## config.mk

```make
export PLATFORM = sky130hd
export DESIGN_NAME = mem_arbiter
export DESIGN_NICKNAME = d
export VERILOG_FILES = /design/src/rtl/mem_arbiter.sv
export SDC_FILE = /design/constraint.sdc
export NUM_CORES = 1
export LEC_CHECK = 0
export CORE_AREA = 2 2 281 283
export DETAILED_ROUTE_END_ITERATION = 10
export DIE_AREA = 0 0 283 285
export GPL_TIMING_DRIVEN = 0
export SLEW_MARGIN = 10
export SYNTH_ARGS = -nofsm -noshare
export SYNTH_HDL_FRONTEND = slang
export SYNTH_SLANG_ARGS = --single-unit
```

## constraint.sdc

```tcl
create_clock -name clk -period 3.4 [get_ports clk]
set_input_delay 0.34 -clock clk [delete_from_list [all_inputs] [get_ports clk]]
set_output_delay 0.34 -clock clk [all_outputs]
set_load 0.02 [all_outputs]
```

## src/rtl/mem_arbiter.sv

```systemverilog
// Arbiter sharing one line-wide memory port between icache refill and dcache
// refill/writeback; owner holds the port until memory completes.
`timescale 1ns/1ps
module mem_arbiter #(
  parameter int PHY_LEN  = 20,
  parameter int LINE_LEN = 128,
  parameter int CNT_W    = 16
) (
  input  logic                clk,
  input  logic                rst,
  input  logic                ic_ldp,
  input  logic [PHY_LEN-1:0]  ic_addr,
  output logic                ic_ldr,
  output logic [LINE_LEN-1:0] ic_ldData,
  input  logic                dc_ldp,
  input  logic                dc_srp,
  input  logic [PHY_LEN-1:0]  dc_addr,
  input  logic [LINE_LEN-1:0] dc_stData,
  output logic                dc_ldr,
  output logic                dc_srr,
  output logic [LINE_LEN-1:0] dc_ldData,
  output logic                mem_ldp,
  output logic                mem_srp,
  output logic [PHY_LEN-1:0]  mem_addr,
  output logic [LINE_LEN-1:0] mem_stData,
  input  logic                mem_ldr,
  input  logic                mem_srr,
  input  logic [LINE_LEN-1:0] mem_ldData,
  output logic                busy,
  output logic [CNT_W-1:0]    wait_cnt
);

  typedef enum logic [1:0] {IDLE, I_LD, D_LD, D_ST} state_t;

  localparam logic [PHY_LEN-1:0] LINE_MASK = PHY_LEN'('hF);
  localparam logic [CNT_W-1:0]   CNT_ONE   = CNT_W'(1);

  state_t             r_state, w_next;
  logic               r_last_dc;  // 1 when the dcache was the most recent owner
  logic [CNT_W-1:0]   r_wait_cnt;
  logic               w_dc_req;
  logic               w_wait;
  logic [PHY_LEN-1:0] w_addr_sel;

  always_comb begin
    w_dc_req = dc_ldp | dc_srp;
    w_next   = r_state;
    case (r_state)
      // on a tie the dcache wins unless it owned the port last
      IDLE: if (w_dc_req && (!ic_ldp || !r_last_dc)) w_next = dc_srp ? D_ST : D_LD;
            else if (ic_ldp)                         w_next = I_LD;
      I_LD: if (mem_ldr) w_next = IDLE;
      D_LD: if (mem_ldr) w_next = IDLE;
      D_ST: if (mem_srr) w_next = D_LD;  // eviction locked to its refill
      default: w_next = IDLE;
    endcase
  end

  always_comb begin
    mem_ldp    = 1'b0;
    mem_srp    = 1'b0;
    w_addr_sel = '0;
    mem_stData = '0;
    ic_ldr     = 1'b0;
    dc_ldr     = 1'b0;
    dc_srr     = 1'b0;
    case (r_state)
      I_LD: begin mem_ldp = 1'b1; w_addr_sel = ic_addr; ic_ldr = mem_ldr; end
      D_LD: begin mem_ldp = 1'b1; w_addr_sel = dc_addr; dc_ldr = mem_ldr; end
      D_ST: begin
        mem_srp    = 1'b1;
        w_addr_sel = dc_addr;
        mem_stData = dc_stData;
        dc_srr     = mem_srr;
      end
      default: ;
    endcase
    mem_addr  = w_addr_sel & ~LINE_MASK;
    ic_ldData = mem_ldData;
    dc_ldData = mem_ldData;
    busy      = (r_state != IDLE);
    w_wait    = (ic_ldp && r_state != I_LD) ||
                (w_dc_req && r_state != D_LD && r_state != D_ST);
  end

  always_ff @(posedge clk) begin
    if (rst) begin
      r_state    <= IDLE;
      r_last_dc  <= 1'b0;
      r_wait_cnt <= '0;
    end else begin
      r_state <= w_next;
      if (r_state == IDLE && w_next == I_LD)      r_last_dc <= 1'b0;
      else if (r_state == IDLE && w_next != IDLE) r_last_dc <= 1'b1;
      if (w_wait && !(&r_wait_cnt)) r_wait_cnt <= r_wait_cnt + CNT_ONE;
    end
  end

  assign wait_cnt = r_wait_cnt;

endmodule

```

# Word level (Yosys, flattened, before mapping)
# Cells that the tools add are included.
dict set report classes {
  n_bitwise 1
  mux 13
  eq_ne 7
  n_reduce_logical 19
  n_addsub 1
}
# cell n
set op_table {}
lappend op_table {{2-to-1 mux 128 bit} 1}
lappend op_table {{case mux 20 bit (2 select lines)} 1}
lappend op_table {{adder 16 x 1 -> 16 bit, second input constant} 1}
lappend op_table {{AND reduction 16 bit} 1}
lappend op_table {{2-to-1 mux 2 bit} 4}
lappend op_table {{logical AND 1 bit} 7}
lappend op_table {{2-to-1 mux 1 bit} 6}
lappend op_table {{case mux 2 bit (3 select lines)} 1}
lappend op_table {{OR reduction 2 bit} 3}
lappend op_table {{== test 2 x 1 -> 1 bit, second input constant} 2}
lappend op_table {{== test 2 bit, second input constant} 2}
lappend op_table {{inequality test 2 bit, second input constant} 2}
lappend op_table {{nonzero test 2 bit} 2}
lappend op_table {{zero test 1 bit} 3}
lappend op_table {{zero test 2 bit} 1}
lappend op_table {{logical OR 1 bit} 2}
lappend op_table {{inequality test 2 x 1 -> 1 bit, second input constant} 1}
lappend op_table {{OR 1 bit} 1}
dict set report totals {
  word_cells 44
  output_inout_bits 426
  ff_bits 19
  inputBits 303
}

# Depth between registers and ports, before layout
# Gate-level depths: netlist of the first run.
dict set report depth {
  word_depth 8
  ltp_mapped 9
  mapped_depth_nobuf 7
}

# Worst setup path after synthesis of the first run
# Ideal clock, no wire load.
dict set report synth_timing {
  path_kind {register to register}
  startpoint {register r_state[0]}
  endpoint {register r_wait_cnt[15], in the netlist wait_cnt[15]}
  arrival_time_ns 2.220
  path_buffers 1
  setup_time_ns 0.070
  stages_incl_launch_ff 8
  required_time_ns 3.330
  synth_period_minus_slack_ns 2.290
  slack_ns 1.110
  path_cell_list {dfxtp_1 ha_1 or2_1 buf_6 a2bb2oi_1 or4_4 or3_1 a21oi_1}
}
dict set report synth_between {
  elab_chain_len 5
  word_cells_on_any_way 8
  cone_classes {eq/ne (3); reduce/logical (5)}
}
# element line_no
set synth_lines {}
lappend synth_lines {{from (decl)} 38} ;# state_t r_state, w_next;
lappend synth_lines {{from (signal assigned)} 92} ;# r_state <= w_next;
lappend synth_lines {{inequality test 2 bit} 83} ;# (w_dc_req && r_state != D_LD && r_state != D_ST);
lappend synth_lines {{logical AND 1 bit (2 in series)} 83}
lappend synth_lines {{logical OR 1 bit (*)} 82} ;# w_wait = (ic_ldp && r_state != I_LD) ||
lappend synth_lines {{logical AND 1 bit (*)} 95} ;# if (w_wait && !(&r_wait_cnt)) r_wait_cnt <= r_wait_cnt + CNT_ONE;
lappend synth_lines {{to (signal assigned)} 95}
lappend synth_lines {{to (decl)} 40} ;# logic [CNT_W-1:0] r_wait_cnt;
# Mark *: on every way between the ends. The rest lies on a longest branch, timed or not.
# A chain may end at the register's enable or synchronous reset.

# Worst setup path in the final report of the first run
dict set report layout_timing {
  startpoint {register r_state[0]}
  endpoint {output mem_stData[88]}
}
dict set report layout_between {
  elab_chain_len 2
}
# element line_no
set layout_lines {}
lappend layout_lines {{== test 2 bit} 67} ;# case (r_state)
lappend layout_lines {{2-to-1 mux 128 bit} 67}
lappend layout_lines {{to (decl)} 25} ;# output logic [LINE_LEN-1:0] mem_stData,
# Every way passes these cells.

==> results of run 1 <==
[final timing paths]
path / startpoint / end / slack [ns]
worst max-delay path: r_state[0]$_SDFF_PP0_ / mem_stData[88] / 0.18
worst min-delay path: r_last_dc$_SDFFE_PP0P_ / r_last_dc$_SDFFE_PP0P_ / 0.47
worst max register to register: r_state[0]$_SDFF_PP0_ / wait_cnt[1]$_SDFFE_PP0P_ / 0.81
worst min register to register: r_last_dc$_SDFFE_PP0P_ / r_last_dc$_SDFFE_PP0P_ / 0.47
[flip-flops by register name, summed over array words and instances, names as in the netlist]
| signal | count |
|---|---|
| r_last_dc | 1 |
| wait_cnt | 16 |
| r_state | 2 |
[stage by stage]
step / area (um2) / TNS, ns / utilization [%] / instances / worst slack, ns
after floorplan: 4070 / 0 / - / 571 / 1.11
after global placement: 11300 / -3.24 / 14.4 / 2208 / -0.303
after detailed placement: 11300 / -2.85 / 14.4 / 2208 / -0.278
after CTS: 11300 / 0 / 14.5 / 2211 / 0.00916
after global routing: 11300 / 0 / 14.6 / 2213 / 0.00828
final: 11400 / 0 / 14.6 / 2221 / 0.175
[area by class of cell]
cell class | count | area share (%)
repair buffers | 587 | 51.8
plain buffers | 281 | 17.9
multi-input cells | 259 | 14.1
well taps | 1050 | 11.6
flip-flops and latches | 19 | 3.35
clock buffers | 4 | 0.693
inverters | 10 | 0.330
diodes | 11 | 0.242
[cells in the mapped netlist, drive strengths merged (2+ instances only)]
cell type,number
a2111oi,2
a211oi,5
a21oi,9
a22oi,16
and2,132
and3,2
buf,262
clkbuf,21
dfxtp,19
ha,6
inv,10
nand2,7
nand3,9
nand4,3
nor2,31
nor3,2
nor4,3
o21ai,6
or3,3
or4,2
xnor2,11
[metal layers]
layer | global-route usage (%) | share of wire [%]
met4 | 3.78 | 4.1
met3 | 4.94 | 11
met1 | 11.8 | 40
met2 | 17.0 | 45
met5 | 0 | 0.087
[power by group]
group	leakage, nW	internal (W)	switching [W]
registers	0.154	0.000236	0.0000188
clock network	0.0382	0.000160	0.0000886
logic	4.27	0.000826	0.000738
[kinds of logic after synthesis]
| logic type | count (synthesis) | share of synthesized area [%] |
|---|---|---|
| buffers and inverters | 293 | 51.4 |
| muxes | 1 | 0.247 |
| and+or+nand+nor | 195 | 27.7 |
| AOI/OAI and AO/OA | 42 | 6.94 |
| other | 1 | 0.0925 |
| xor gates and xnor gates | 11 | 2.38 |
| adders and majority gates | 6 | 1.85 |
| DFF | 19 | 9.38 |
[tightest hold or removal path: stages (launching register included)]
cell	delay, ns
sky130_fd_sc_hd__dfxtp_1	0.31
sky130_fd_sc_hd__nand2_1	0.05
sky130_fd_sc_hd__a21oi_1	0.06
[timing repair]
item | 4_1_cts | 5_1_grt
cloned | 0 | 0
gates resized for setup | 12 | 9
hold buffers | 0 | 0
setup endpoints to repair | 113 | 11
[cell usage in the layout (no fill, tap or decap), types with 3 or more instances in the layout]
| master | n |
|---|---|
| sky130_fd_sc_hd__or3_1 | 3 |
| sky130_fd_sc_hd__a22oi_1 | 16 |
| sky130_fd_sc_hd__dlymetal6s2s_1 | 7 |
| sky130_fd_sc_hd__xnor2_1 | 11 |
| sky130_fd_sc_hd__conb_1 | 4 |
| sky130_fd_sc_hd__buf_4 | 260 |
| sky130_fd_sc_hd__nand4_1 | 3 |
| sky130_fd_sc_hd__dfxtp_1 | 19 |
| sky130_fd_sc_hd__clkbuf_16 | 3 |
| sky130_fd_sc_hd__a211oi_1 | 5 |
| sky130_fd_sc_hd__diode_2 | 11 |
| sky130_fd_sc_hd__and2_1 | 132 |
| sky130_fd_sc_hd__o21ai_0 | 6 |
| sky130_fd_sc_hd__dlygate4sd2_1 | 5 |
| sky130_fd_sc_hd__nand2_1 | 7 |
| sky130_fd_sc_hd__clkbuf_1 | 19 |
| sky130_fd_sc_hd__nand3_1 | 9 |
| sky130_fd_sc_hd__nor2_1 | 31 |
| sky130_fd_sc_hd__a21oi_1 | 9 |
| sky130_fd_sc_hd__clkdlybuf4s50_1 | 573 |
| sky130_fd_sc_hd__ha_1 | 4 |
| sky130_fd_sc_hd__inv_1 | 10 |
==> impl_metrics.py, run 1 <==
metrics = {
    "drt": {
        "drc": 0,
        "via_per_inst": 2.59,
        "detail_route.first_pass.iterations": 4,
        "antenna_violating_nets_left": 0,
        "route.final.wire_length_um": 45000,
        "avgRoutedWirePerCell_um": 20.3,
        "num_vias": 5758,
        "drt-initial-drc-count": 140,
    },
    "clock_network": {
        "cts_sinks": 19,
        "cts_setup_buffers": 0,
        "cts_tree": "yes",
        "cts_buffer_depth": 2,
        "numCtsBuffers": 3,
        "htree_num_levels": 1,
        "cts-root-buf": "sky130_fd_sc_hd__clkbuf_16",
        "clock_insertion_delay_worst_skew_ns": 0.25,
        "cts.reportedPaths.clkPinSlew_ns": 0.05,
    },
    "logic_synthesis": {
        "syn_avg_cell_area_um2": 7.14,
        "synth_top_area_share_pct": 48.1,
        "synth_warnings": 0,
        "synth.yosys.seq_area_share_pct": 9.38,
        "postSynth.asyncResetShare_pct": 0,
        "postSynthCellCount": 568,
        "synthDistinctLibCells": 32,
        "ys_seq_elements": 19,
        "synthFlopType": "sky130_fd_sc_hd__dfxtp_1",
        "ys_top_cells_by_area": "sky130_fd_sc_hd__buf_4 48%, sky130_fd_sc_hd__and2_1 20%, sky130_fd_sc_hd__dfxtp_1 9.4%, sky130_fd_sc_hd__a22oi_1 3.0%, sky130_fd_sc_hd__nor2_1 2.9%",
        "yosysTopAreaCell": "sky130_fd_sc_hd__buf_4",
        "edff_count_synth": 0,
        "netlist_area_pre_place_mm2": 0.00405,
    },
    "critical_path": {
        "critPathLaunchType": "flip-flop",
        "worst-endpoint-arrival_ns": 2.88,
        "timing.critical_path.slowest_stage_cell": "sky130_fd_sc_hd__clkdlybuf4s50_1",
        "crit_chain": "ha_2, clkbuf_2, clkbuf_1, and2_1, clkdlybuf4s50_1",
        "worst-path-max-fanout": 10,
        "worst_path_dominant_cell_family": "buffers and inverters",
        "timing.critical_path.slowest_cell_delay_ns": 0.88,
        "path_buf_inv": 3,
        "worstRegToRegCells": 8,
        "critical_path_depth": 5,
        "timing_worst_setup_path_type": "flip-flop to output pin",
        "required_ns": 3.06,
        "crit_path_end_kind": "output pin",
    },
    "hold_path": {
        "timing.hold.worst.class": "flip-flop to flip-flop",
        "min_delay_path_depth": 2,
    },
    "sta": {
        "post-route-min-period_ns": 3.22,
        "final-setup-viol-count": 0,
        "final.hold.worst_slack_ns": 0.469,
        "timing.final.crit_share_pct": 94.8,
        "rsz0062_at_grt": "false",
        "worst_pin_slew_ns": 0.819,
        "slew-limit-headroom_pct": 45.0,
        "timing_max_transition_violations_final": 0,
        "clock_skew_ns": 0.00350,
        "hold_vio_cnt_final": 0,
        "fmaxAchievable_ghz": 0.310,
    },
    "finish": {
        "share_of_cells_above_drive_strength_1_pct": 23.4,
        "final_net_count": 1470,
        "areaGrowthSynthToFinish_pct": 180,
        "multi_input_gate_area_mm2": 0.00161,
        "fillers": 8934,
        "area.sequential_um2": 380,
    },
    "global_routing": {
        "grt_pass1_wl_um": 55900,
        "groute.usage.overall_pct": 10.4,
        "globalRouteOverflowTotal": 0,
        "grt_start_max_net_pins": 11,
        "antenna_found_initial": 15,
        "via_count_of_the_first_global_routing_pass": 5684,
    },
    "power": {
        "worst_ir_drop_vdd_uv": 139,
        "leakagePower_nw": 4.46,
        "power_density_mw_per_mm2": 182,
        "totalPowerFinal_w": 0.00207,
    },
    "place": {
        "gp_congestion": 0.888,
        "placement.io_buffers": 587,
        "hpwl_um": 43100,
    },
    "floorplan": {
        "effective_utilization_at_floorplan_pct": 5.20,
        "row_count": 103,
        "dieArea_mm2": 0.0807,
        "die_width_um": 283,
        "core_area_mm2": 0.0780,
        "floorplan.io_pins": 729,
        "floorplan.die.height_um": 285,
    },
    "outcome": {
        "status": "finished clean",
    },
    "flow_run": {
        "cap_viol_max_count": 0,
    },
}
(Power assumes the default switching activity.)
==> run 2, diff against run 1 <==
--- a/config.mk
+++ b/config.mk
@@ -9,6 +9,7 @@
 export DETAILED_ROUTE_END_ITERATION = 10
 export DIE_AREA = 0 0 283 285
 export GPL_TIMING_DRIVEN = 0
+export HOLD_SLACK_MARGIN = 0.08
 export SLEW_MARGIN = 10
 export SYNTH_ARGS = -nofsm -noshare
 export SYNTH_HDL_FRONTEND = slang
==> results of run 2 <==
The final DEF is identical to that of run 1; final timing and power are the same.
